<file path="src/rtl/npc_pkg.sv">
// Shared definitions for the NPC sequencer: FSM state encoding, fixed
// instruction encodings and datapath widths.
package npc_pkg;

  localparam int unsigned XLEN  = 32;
  localparam int unsigned WDT_W = 8;

  localparam logic [XLEN-1:0] INST_NOP         = 32'h0000_0013;
  localparam logic [XLEN-1:0] INST_EBREAK      = 32'h0010_0073;
  localparam logic [XLEN-1:0] DEFAULT_RESET_PC = 32'h8000_0000;

  typedef enum logic [2:0] {
    IDLE  = 3'd0,
    FETCH = 3'd1,
    WAIT  = 3'd2,
    EXEC  = 3'd3,
    HALT  = 3'd4,
    ERR   = 3'd5
  } state_e;

  // True when the latched instruction is the halt request.
  function automatic logic is_ebreak(input logic [XLEN-1:0] i);
    return i == INST_EBREAK;
  endfunction

endpackage

</file>
<file path="src/rtl/npc_fetch_wdt.sv">
// Fetch watchdog: clearable, incrementing counter with a terminal-count flag.
//   clk, rst : clock and async active-low reset
//   clr      : synchronous clear (takes priority over inc)
//   inc      : count up by one
//   tc_c     : combinational, high while count equals TERM
module npc_fetch_wdt
  import npc_pkg::*;
#(
  parameter int unsigned W    = WDT_W,
  parameter int unsigned TERM = 254
) (
  input  logic clk,
  input  logic rst,
  input  logic clr,
  input  logic inc,
  output logic tc_c
);

  logic [W-1:0] count;

  // Counter register; clear wins so a new fetch always starts from zero.
  always_ff @(posedge clk or negedge rst) begin
    if (!rst) begin
      count <= '0;
    end else if (clr) begin
      count <= '0;
    end else if (inc) begin
      count <= count + W'(1);
    end
  end

  assign tc_c = (count == W'(TERM));

endmodule

</file>
<file path="src/rtl/npc_seq_ctrl.sv">
// Multi-cycle sequencer for the NPC core: owns the PC, fetches over a
// valid/ready request + valid-only response channel, latches the instruction
// for the decoder, strobes register writeback once per retired instruction,
// and flags ebreak halt or fetch timeout.
//   clk, rst                   : clock, async active-low reset
//   run                        : allow starting a new instruction from IDLE/EXEC
//   imem_req_valid/ready, addr : fetch request channel (addr tracks pc)
//   imem_rsp_valid/data        : fetch response (single-cycle pulse)
//   inst                       : latched instruction to the decoder
//   pc / next_pc               : current PC / successor from the datapath
//   reg_wen                    : register-file write strobe
//   halted, err                : sticky ebreak / timeout flags
//   instret                    : retired-instruction count (wraps)
module npc_seq_ctrl
  import npc_pkg::*;
#(
  parameter logic [31:0] RESET_PC = DEFAULT_RESET_PC,
  parameter int unsigned TIMEOUT  = 255,
  parameter int unsigned CNT_W    = 32
) (
  input  logic             clk,
  input  logic             rst,
  input  logic             run,
  output logic             imem_req_valid,
  input  logic             imem_req_ready,
  output logic [XLEN-1:0]  imem_addr,
  input  logic             imem_rsp_valid,
  input  logic [XLEN-1:0]  imem_rsp_data,
  output logic [XLEN-1:0]  inst,
  output logic [XLEN-1:0]  pc,
  input  logic [XLEN-1:0]  next_pc,
  output logic             reg_wen,
  output logic             halted,
  output logic             err,
  output logic [CNT_W-1:0] instret
);

  state_e state_q, state_d;

  logic             req_fire;
  logic             wd_clr;
  logic             wd_inc;
  logic             wd_tc;
  logic [XLEN-1:0]  pc_d;
  logic [XLEN-1:0]  inst_d;
  logic [CNT_W-1:0] instret_d;
  logic             req_valid_d;
  logic             reg_wen_d;
  logic             halted_d;
  logic             err_d;

  // Request handshake only counts while actually presenting a fetch.
  assign req_fire  = (state_q == FETCH) && imem_req_ready;
  assign imem_addr = pc;

  // Watchdog counts cycles spent waiting for the response; terminal count is
  // TIMEOUT-1 so the error fires on the TIMEOUT-th WAIT cycle.
  npc_fetch_wdt #(
    .W    (WDT_W),
    .TERM (TIMEOUT - 1)
  ) u_wdt (
    .clk  (clk),
    .rst  (rst),
    .clr  (wd_clr),
    .inc  (wd_inc),
    .tc_c (wd_tc)
  );

  // State register.
  always_ff @(posedge clk or negedge rst) begin
    if (!rst) begin
      state_q <= IDLE;
    end else begin
      state_q <= state_d;
    end
  end

  // Next-state logic.
  always_comb begin
    state_d = state_q;
    case (state_q)
      IDLE:  if (run) state_d = FETCH;
      FETCH: if (req_fire) state_d = WAIT;
      WAIT: begin
        // A response in the terminal cycle still wins over the timeout.
        if (imem_rsp_valid)  state_d = EXEC;
        else if (wd_tc)      state_d = ERR;
      end
      EXEC: begin
        if (is_ebreak(inst)) state_d = HALT;
        else if (run)        state_d = FETCH;
        else                 state_d = IDLE;
      end
      HALT:    state_d = HALT;
      ERR:     state_d = ERR;
      default: state_d = IDLE;
    endcase
  end

  // Output / datapath-update logic; flag outputs are computed from the
  // next state so their registers line up with the state they describe.
  always_comb begin
    pc_d      = pc;
    inst_d    = inst;
    instret_d = instret;
    wd_clr    = 1'b0;
    wd_inc    = 1'b0;
    case (state_q)
      FETCH: wd_clr = req_fire;
      WAIT: begin
        wd_inc = 1'b1;
        if (imem_rsp_valid) inst_d = imem_rsp_data;
      end
      EXEC: begin
        instret_d = instret + CNT_W'(1);
        if (!is_ebreak(inst)) pc_d = next_pc;
      end
      default: ;
    endcase
    req_valid_d = (state_d == FETCH);
    reg_wen_d   = (state_d == EXEC) && !is_ebreak(inst_d);
    halted_d    = (state_d == HALT);
    err_d       = (state_d == ERR);
  end

  // Registered outputs and architectural state.
  always_ff @(posedge clk or negedge rst) begin
    if (!rst) begin
      pc             <= RESET_PC;
      inst           <= INST_NOP;
      instret        <= '0;
      imem_req_valid <= 1'b0;
      reg_wen        <= 1'b0;
      halted         <= 1'b0;
      err            <= 1'b0;
    end else begin
      pc             <= pc_d;
      inst           <= inst_d;
      instret        <= instret_d;
      imem_req_valid <= req_valid_d;
      reg_wen        <= reg_wen_d;
      halted         <= halted_d;
      err            <= err_d;
    end
  end

endmodule

</file>
<file path="config.mk">
export PLATFORM = sky130hd
export DESIGN_NAME = npc_seq_ctrl
export DESIGN_NICKNAME = d
export VERILOG_FILES = /design/src/rtl/npc_pkg.sv /design/src/rtl/npc_fetch_wdt.sv /design/src/rtl/npc_seq_ctrl.sv
export SDC_FILE = /design/constraint.sdc
export NUM_CORES = 1
export LEC_CHECK = 0
export CAP_MARGIN = 20
export CORE_ASPECT_RATIO = 1.25
export CORE_MARGIN = 5
export CORE_UTILIZATION = 40
export DETAILED_ROUTE_END_ITERATION = 8
export PLACE_DENSITY = 0.75
export SETUP_SLACK_MARGIN = 0.1
export SLEW_MARGIN = 40
export SYNTH_ARGS = -nofsm -noshare
export SYNTH_HDL_FRONTEND = slang
export SYNTH_SLANG_ARGS = --single-unit
</file>
<file path="constraint.sdc">
create_clock -name clk -period 2.2 [get_ports clk]
set_input_delay 0.33 -clock clk [delete_from_list [all_inputs] [get_ports clk]]
set_output_delay 0.33 -clock clk [all_outputs]
set_load 0.005 [all_outputs]
</file>
### Word-level counts from Yosys, hierarchy flattened

Cells that the tools add are included.

| word-level totals | value |
|---|---|
| register bits after elaboration | 111 |
| bits of input ports | 69 |
| output and inout port bits | 132 |

| cells by class | value |
|---|---|
| add/subtract/negate cells | 2 |
| equal/unequal tests | 12 |
| multiplexer cells | 13 |
| bitwise gates (word level) | 1 |
| reductions and logical operators | 6 |

Operators by type and width:

| cell | count |
|---|---|
| 32-bit by 21-bit == test with 1-bit output, second input constant | 2 |
| 32-bit 2-to-1 mux | 2 |
| 32-bit by 1-bit adder with 32-bit output, second input constant | 1 |
| 3-bit one-hot mux with 6 select lines | 1 |
| 8-bit 2-to-1 mux | 2 |
| 3-bit 2-to-1 mux | 5 |
| 3-bit == test, second input constant | 4 |
| 3-bit by 2-bit == test with 1-bit output, second input constant | 3 |
| 8-bit by 1-bit adder with 8-bit output, second input constant | 1 |
| 8-bit == test, second input constant | 1 |
| 3-bit by 1-bit == test with 1-bit output, second input constant | 2 |
| 3-bit zero test | 1 |
| 1-bit 2-to-1 mux | 3 |
| 1-bit logical AND | 2 |
| 2-bit AND reduction | 1 |
| 2-bit nonzero test | 1 |
| 1-bit zero test | 1 |
| 1-bit inverter | 1 |

### Depth between registers and ports, before layout

Gate-level depths: netlist of the first run.

| logic depth | value |
|---|---|
| word-level depth | 6 |
| depth in mapped cells | 8 |
| gate-level depth less buffers | 8 |

### Modules after synthesis

Synthesis of the first run repeated with hierarchy kept, for this count alone.

| second synthesis, totals | value |
|---|---|
| cell total of the unflattened synthesis | 402 |
| area total of the unflattened synthesis | 5165.0 µm² |

By module, submodules not included:

| module | times used | cells an instance | area an instance (µm²) | seq. area each (µm²) |
|---|---|---|---|---|
| npc_seq_ctrl | 1 | 361 | 4754.6 | 2582.5 |
| npc_fetch_wdt | 1 | 41 | 410.4 | 200.2 |

### Worst setup path after synthesis of the first run

OpenSTA, ideal clock, no wires.

| timing | value |
|---|---|
| path kind | register -> register |
| start point | register inst[13] |
| end point | register pc[0] (netlist: imem_addr[0]) |
| setup time | 0.125 ns |
| data arrival time | 1.827 ns |
| data required time | 2.075 ns |
| path slack | 0.247 ns |
| stages on the path, launching flop included | 6 |
| cell sequence | dfrtp_1 -> nor4_2 -> nand2_1 -> o41ai_4 -> buf_6 -> mux2_4 |

| on the way | value |
|---|---|
| word-level cells in the longest chain between the ends | 3 |

RTL lines:

| what | line | source |
|---|---|---|
| start, declared | npc_seq_ctrl.sv:29 | `output logic [XLEN-1:0] inst,` |
| start signal, assigned | npc_seq_ctrl.sv:138 | `inst <= inst_d;` |
| 32-bit by 21-bit == test with 1-bit output | npc_pkg.sv:23 | `return i == INST_EBREAK;` |
| 1-bit inverter (no line) | n/a |  |
| 2-bit AND reduction (no line) | n/a |  |
| end signal, assigned | npc_seq_ctrl.sv:137 | `pc <= pc_d;` |
| end, declared | npc_seq_ctrl.sv:30 | `output logic [XLEN-1:0] pc,` |

Every way passes these cells.
A chain may end at the register's enable or synchronous reset.

### Final worst setup path of the first run

| timing | value |
|---|---|
| start point | register inst[30] |
| end point | register pc[28] (netlist: imem_addr[28]) |

Same word-level chain as after synthesis.

==> impl_summary.md, run 1 <==
Run status
The flow ran to the end, and the final reports show no timing, DRC or antenna violations.

Detailed routing
In this run the remaining antenna-violating nets after routing total 0. The final route contains 3628 vias. After detailed routing, the average wire length per cell comes to around 19 µm. Summed over all layers, the routed wires come to 13.5 mm. The count of TritonRoute iterations in the first routing pass is 5.

Dividing the detail-routed via count by the number of cells gives 4.98. After detailed routing, the number of remaining DRC violations is 0. The detailed router finished its first iteration with 108 violations.

GRT
Entering global routing, the biggest net connects about 110 pins. The wire length of the first global-routing pass is approximately 20 mm. The total global routing overflow is 0. The number of global-route vias before repair was roughly 3700.

The number of antenna violations at the first check in global routing came to 1. For this run, the total global-route usage over all layers was measured as 0.175.

Die
The number of placement rows is 45. The die covers 14900 µm². The vertical die dimension is 135 µm. The I/O pin count is 201. The initial core utilization is 0.412. In this run the standard cell core region covers 12200 µm². The floorplan die width is 110 µm.

Timing
The slew at the pin closest to its max-slew limit is between 0.5 and 0.6 ns. Setup repair after global routing could not meet its margin everywhere. In the post-route analysis, the smallest setup slack over all paths is 0.121 ns. The minimum period implied by the final worst setup slack is 2.08 ns. The worst clock skew on the final layout is 0.00885 ns. The worst hold slack after final layout is 0.0581 ns. Setup violations remaining at the end of the flow were counted as 0. Headroom to the max-slew limit came out at 0.608. The final cycle utilization of the critical path is 0.945. The final max-slew violation count is 0. Derived from the worst setup path, the maximum achievable clock frequency is 481 MHz. The number of hold-slack violations in the final timing report is 0.

After routing, the total negative slack on setup checks comes to 0 ns.

Yosys
Of all flip-flops after synthesis, the portion carrying an async set or reset was 1.00. Counting every net in the synthesized netlist gives between 400 and 500. The synthesized area is about 5000 µm².

The dominant synthesized flop cell is sky130_fd_sc_hd__dfrtp_1. The portion of the post-synthesis area used by sequential elements is 0.553. By instance count, the leading cell after synthesis is sky130_fd_sc_hd__dfrtp_1. The largest area contributor in the netlist is sky130_fd_sc_hd__dfrtp_1. The register bit total from synthesis is 111.

The commonest cells after synthesis are sky130_fd_sc_hd__dfrtp_1, sky130_fd_sc_hd__mux2_2, sky130_fd_sc_hd__buf_4. During synthesis, Yosys emitted a total of 0 warnings. The post-synthesis average cell area is ~13 µm². Of the post-synthesis cell area, the dominant cell type holds 0.532. Yosys mapped a number of flops with a built-in enable equal to 0. Ranked by total cell area, the synthesized netlist is headed by sky130_fd_sc_hd__dfrtp_1, sky130_fd_sc_hd__mux2_4, sky130_fd_sc_hd__mux2_2.

The number of distinct standard cells referenced by the synthesized netlist is 42. Synthesis produced a netlist whose cell count is 379.

Clock network
The clock tree from TritonCTS is yes. The clock tree root driver cell is sky130_fd_sc_hd__clkbuf_16. The H-tree depth is 3. The worst-skew pair later-pin latency is 0.34 ns. The clock drives roughly 110 sinks. After clock tree synthesis, the flow added hold-fix buffers numbering 0. TritonCTS created 9 clock buffers.

After clock tree synthesis, the clock-pin slew on the worst setup and hold paths is roughly 0.070 ns. The clock tree buffer depth is 2.

Finish
The final-layout fill cell count is 1003. From synthesis to final layout, the design area changed by 46.6%. In the final layout, the share of cells above drive strength 1 is 0.188. The total number of nets in the final design is around 630. The repair_antennas step left the layout with diodes totalling 0. The multi-input logic area is 1950 µm². Summing all flip-flop and latch instances after layout gives roughly 2800 µm².

Worst setup path
The start of the worst register-to-register path is inst[30]$_DFF_PN0_. The category of the most critical setup path is flip-flop to flip-flop. For the worst setup path, the data arrival time is around 2.3 ns.

Across all register-to-register paths, the minimum setup slack is between 0.1 and 0.15 ns. In this run the worst path has a maximum fanout of 8. The terminus of the critical flop-to-flop path is imem_addr[28]$_DFFE_PN0P_. The kind of launch point of the worst setup path is a flip-flop. Measured in cells, the most critical reg-to-reg path has a length of 6.

Data on the critical path is required at its endpoint by between 2 and 2.5 ns. The source of the critical timing path is inst[30]$_DFF_PN0_. The most critical setup path has its endpoint at imem_addr[28]$_DFFE_PN0P_. The critical path capture point type is a flip-flop.

Job
The max-capacitance violation count is 0.

Min path
The worst min-delay path category is input port to asynchronous set/reset pin.

Pwr
Across the VDD grid, the largest voltage drop is 0.000508 V. The power per standard cell area is 1200 nW/µm². The analysis attributes to cell leakage a power of ~0.0032 µW.

Placement
After legalization and detailed placement, the total HPWL measured a little over 10 mm. Routability-driven placement finished with a final weighted congestion of 0.834. The post-place setup slack is 0.138 ns. Input and output buffers added on the ports amount to 200.
flip-flops by register name, summed over array words and instances, names as in the netlist, 3 cells and up:
signal	flops
state_q	3
u_wdt.count	8
inst	32
instret	32
imem_addr	32
worst max-delay path, cell delays in order (launching register included):
cell and delay [ns]:
sky130_fd_sc_hd__dfrtp_1 0.41, sky130_fd_sc_hd__nor4_2 0.31, sky130_fd_sc_hd__nand4_1 0.23, sky130_fd_sc_hd__o41ai_4 0.32
sky130_fd_sc_hd__buf_4 0.22, sky130_fd_sc_hd__clkbuf_16 0.17, sky130_fd_sc_hd__mux2_4 0.29
what timing repair did:
item	in CTS	in global routing
setup buffers	0	3
endpoints found under the hold margin	0	0
resized for setup	0	8
endpoints found under the setup margin	0	35
layout make-up:
class                   instances  area share
clock buffers                  13      0.0326
clock inverters                 3     0.00271
inverters                       5     0.00254
multi-input cells             222       0.265
flip-flops and latches        111       0.377
well taps                     164      0.0278
repair buffers                211       0.292
stage by stage:
step	std cells	total power, µW	area [µm²]	util
6_report	729	8840	7380	0.604
5_1_grt	729	9340	7380	0.604
4_1_cts	724	8830	7280	0.596
3_5_place_dp	708	7320	7020	0.574
3_3_place_gp	708	7190	7020	0.574
2_1_floorplan	379	5190	5030	-
power by group:
group / total [µW] / internal (µW) / switching, µW
Sequential: 3440 / 2770 / 672
Combinational: 3920 / 2740 / 1180
Clock: 1480 / 770 / 706
Total: 8840 / 6290 / 2560
cells in the final DEF, fill, tap and decap left out, types with 4 or more instances in the layout:
| cell type | instances |
|---|---|
| sky130_fd_sc_hd__buf_4 | 7 |
| sky130_fd_sc_hd__nor4_1 | 7 |
| sky130_fd_sc_hd__and3_1 | 5 |
| sky130_fd_sc_hd__clkdlybuf4s50_1 | 199 |
| sky130_fd_sc_hd__nand4_1 | 15 |
| sky130_fd_sc_hd__xor2_1 | 12 |
| sky130_fd_sc_hd__nor4_2 | 5 |
| sky130_fd_sc_hd__nand2_1 | 20 |
| sky130_fd_sc_hd__dfstp_2 | 4 |
| sky130_fd_sc_hd__a21oi_1 | 4 |
| sky130_fd_sc_hd__nand3_1 | 11 |
| sky130_fd_sc_hd__xnor2_1 | 23 |
| sky130_fd_sc_hd__clkbuf_1 | 4 |
| sky130_fd_sc_hd__dfrtp_1 | 107 |
| sky130_fd_sc_hd__clkbuf_16 | 11 |
| sky130_fd_sc_hd__inv_1 | 5 |
| sky130_fd_sc_hd__mux2_2 | 35 |
| sky130_fd_sc_hd__mux2_4 | 30 |
| sky130_fd_sc_hd__nor2_1 | 16 |
logic make-up after synthesis:
kind of cell / after synthesis / share of synthesized area
DFF: 111 / 0.553
and+or+nand+nor: 104 / 0.123
muxes: 66 / 0.170
buffers and inverters: 46 / 0.0639
xor gates and xnor gates: 35 / 0.0609
AOI/OAI and AO/OA: 14 / 0.0216
adders and majority gates: 3 / 0.00746
how the worst min path moves through the flow:
stage,start,end,slack (ns),depth (start not counted)
CTS,rst,inst[5]$_DFF_PN0_,0.08,2
global placement,rst,inst[5]$_DFF_PN0_,0.45,2
global route,rst,inst[5]$_DFF_PN0_,0.10,2
detailed placement,rst,inst[5]$_DFF_PN0_,0.45,2
floorplan,rst,err$_DFF_PN0_,0.03,0
finish,rst,inst[5]$_DFF_PN0_,0.06,2
per-layer routing:
metal,GRT usage,up-vias,part of all wire
met2,0.304,139,0.51
met3,0.0458,20,0.078
li1,-,1676,-
met1,0.207,1791,0.39
met4,0.0643,2,0.022
met5,0,-,0.00081
No activity file was read; power rests on OpenSTA's default activity.
==> inputs of run 2 (changes only) <==
--- a/config.mk
+++ b/config.mk
@@ -6,10 +6,12 @@
 export NUM_CORES = 1
 export LEC_CHECK = 0
 export CAP_MARGIN = 20
-export CORE_ASPECT_RATIO = 1.25
+export CORE_ASPECT_RATIO = 1.75
 export CORE_MARGIN = 5
 export CORE_UTILIZATION = 40
+export CTS_BUF_LIST = sky130_fd_sc_hd__clkbuf_4 sky130_fd_sc_hd__clkbuf_8
 export DETAILED_ROUTE_END_ITERATION = 8
+export GPL_TIMING_DRIVEN = 0
 export PLACE_DENSITY = 0.75
 export SETUP_SLACK_MARGIN = 0.1
 export SLEW_MARGIN = 40
==> impl_summary.md, run 2 (synthesis gave the netlist of run 1 again) <==
Die
Measured along the x axis, the die boundary spans about 95 µm. The number of placement rows is between 50 and 60. The area of the core region is 12400 µm².

For this design the top-level I/O count stands at ~200. The die covers ~15000 µm². The floorplan step set the die height to about 160 µm. For this configuration, the core starts out at a cell density of 0.405.

Detailed routing
The remaining antenna violation count after routing is 0. After detailed routing, the number of vias per cell comes to 4.85. The post-detailed-route wirelength per cell is 17.8 µm. The final route contains ~3700 vias.

For this block, the initial DRC count from the detailed router was 100. The number of design rule violations left after detail routing is 0. The final layout contains routed wiring with a total length of between 10 and 15 mm. The count of TritonRoute iterations in the first routing pass is 4.

Worst setup path
STA classifies the critical path startpoint as a flip-flop. The largest fanout on the critical path is 10. The delay of the slowest critical-path stage is between 0.4 and 0.5 ns. STA puts the critical path data required time at around 2.5 ns. The signal on the critical path passes through nor4_4, nand4_1, o41ai_4, buf_4, buf_12, mux2_4. The category of the most critical setup path is flip-flop to flip-flop. Among all stages on the critical path, the largest delay is contributed by sky130_fd_sc_hd__dfrtp_1.

The critical path capture point type is a flip-flop. The arrival time at the worst endpoint is between 2 and 2.5 ns.

Clock network
The clock tree from TritonCTS is yes. The H-tree depth is 3. The worst-skew pair later-pin latency is approximately 0.38 ns. The post-CTS clock slew at the launch and capture registers of the worst setup and hold paths is ~0.11 ns. The longest clock path from root to sink contains 2 buffers. The number of buffers created by CTS is 9.

In this run the clock root is driven by a sky130_fd_sc_hd__clkbuf_8. The clock sink total is 111.

Timing
The total negative slack for setup checks is 0 ns. Static timing analysis puts the maximum clock frequency at 482 MHz. Across the routed clock network, the largest skew measured is 0.0182 ns. In this run the tightest slew margin relative to its limit is 0.693.

Setup violations remaining at the end of the flow were counted as 0. The final max-slew violation count is 0. The final cycle utilization of the critical path is 0.942. Subtracting the final worst setup slack from the clock period gives around 2.1 ns. The number of hold-slack violations in the final timing report is 0. The minimum setup slack in the final design is about 0.13 ns. For the pin with the worst max-slew slack, the measured transition is 0.461 ns. Setup repair after global routing could not meet its margin everywhere.

Job
The tool flagged a number of max-cap violations equal to 0.

Finish
Leaving out fill and tap cells, the most frequent cells in the layout are sky130_fd_sc_hd__clkdlybuf4s50_1, sky130_fd_sc_hd__dfrtp_1, sky130_fd_sc_hd__buf_4. The library cell used most frequently in the layout, excluding fill and tap cells, is sky130_fd_sc_hd__clkdlybuf4s50_1. The repair_antennas step left the layout with diodes totalling 0. The multi-input logic area is 1990 µm². In the final design database the tool counted about 670 nets. The area growth from synthesis to layout is 51.8%. The fraction of final layout cells with drive strength greater than 1 is 0.245. The final-layout fill cell count is about 1000. Summing all flip-flop and latch instances after layout gives 2780 µm².

Pwr
For this design the static power due to leakage is 0.00333 µW. The highest ir drop seen on vdd is 0.000374 V. Power spread over the standard cell area amounts to 1190 nW/µm².

Placement
The HPWL after detailed placement is between 10 and 15 mm. In this run the tool buffered the top-level ports with 200 buffer cells. Routability-driven placement finished with a final weighted congestion of approximately 0.83. The post-place setup slack is -0.217 ns.

GRT
The total global routing overflow is 0. The largest net degree at the start of global routing is 78. The first global-routing pass estimated 21.3 mm of wire. The number of antenna violations at the first check in global routing is 0. The total global-route track usage is 0.184. The number of global-route vias before repair came to 3992.

Run status
The flow ran to the end, and the final reports show no timing, DRC or antenna violations.

Min path
The worst min-delay path category is input port to asynchronous set/reset pin.
[run 2: changes by cell type in the layout (fill, tap and decap cells not counted), moves of 2 or more]
cell | before | now
sky130_fd_sc_hd__clkbuf_16 | 11 | 1
sky130_fd_sc_hd__buf_4 | 7 | 37
sky130_fd_sc_hd__clkbuf_8 | 0 | 10
sky130_fd_sc_hd__nor4_4 | 0 | 2
sky130_fd_sc_hd__buf_2 | 0 | 5
sky130_fd_sc_hd__clkbuf_1 | 4 | 1
[run 2: critical path, delay by kind of cell, from the launching register on]
family                 cells  cell delay, ns
AO/OA/AOI/OAI              1            0.31
buffers and inverters      2            0.34
flip-flops                 1            0.43
multiplexers               1            0.30
AND/OR/NAND/NOR            2            0.56
[run 2: repair_timing]
| item | 4_1_cts | 5_1_grt |
|---|---|---|
| setup endpoints to repair | 36 | 49 |
| hold buffers | 1 | 0 |
| endpoints found under the hold margin | 33 | 0 |
| cloned | 0 | 1 |
| buffers inserted | 6 | 0 |
| pin swaps | 3 | 2 |
| resized for setup | 10 | 7 |
[run 2: per-stage QoR]
| step | util | total power [µW] | hold WS (ns) | cell area (µm²) | cells |
|---|---|---|---|---|---|
| 3_5_place_dp | 0.585 | 7740 | 0.211 | 7280 | 748 |
| 2_1_floorplan | - | 5190 | 0.0344 | 5030 | 379 |
| 6_report | 0.615 | 9060 | 0.396 | 7640 | 772 |
| 3_3_place_gp | 0.583 | 7600 | 0.462 | 7240 | 747 |
| 5_1_grt | 0.615 | 9600 | 0.417 | 7640 | 772 |
| 4_1_cts | 0.609 | 9070 | 0.386 | 7570 | 771 |
[run 2: final timing paths]
| path | from | endpoint | slack, ns | cells past startpoint |
|---|---|---|---|---|
| max | inst[16]$_DFF_PN0_ | imem_addr[28]$_DFFE_PN0P_ | 0.13 | 6 |
| min | rst | imem_addr[0]$_DFFE_PN0P_ | 0.40 | 2 |
| max reg2reg | inst[16]$_DFF_PN0_ | imem_addr[28]$_DFFE_PN0P_ | 0.13 | 6 |
| min reg2reg | instret[31]$_DFFE_PN0P_ | instret[31]$_DFFE_PN0P_ | 0.49 | 1 |
| max in group asynchronous | rst | inst[1]$_DFF_PN1_ | 1.12 | 3 |
| min in group clk | instret[31]$_DFFE_PN0P_ | instret[31]$_DFFE_PN0P_ | 0.49 | 1 |
[run 2: final cells by class]
type                            count  area share
Inverter                            5     0.00246
Tap cell                          168      0.0275
Clock buffer                       11      0.0190
Sequential cell                   111       0.364
Timing Repair Buffer              209       0.277
Clock inverter                      5     0.00557
Buffer                             41      0.0431
Multi-Input combinational cell    222       0.261
[run 2: per-layer routing]
layer / track usage / part of all wire / up-vias
met4: 0.0771 / 0.027 / 0
met5: 0 / 0 / -
met3: 0.0388 / 0.053 / 23
li1: - / - / 1745
met1: 0.198 / 0.36 / 1846
met2: 0.343 / 0.56 / 127
[run 2: where the power goes]
part	switching, µW	total, µW	internal (µW)	leakage (µW)
Clock	712	1180	466	0.0000871
Combinational	1280	4430	3140	0.00186
Sequential	689	3460	2770	0.00139
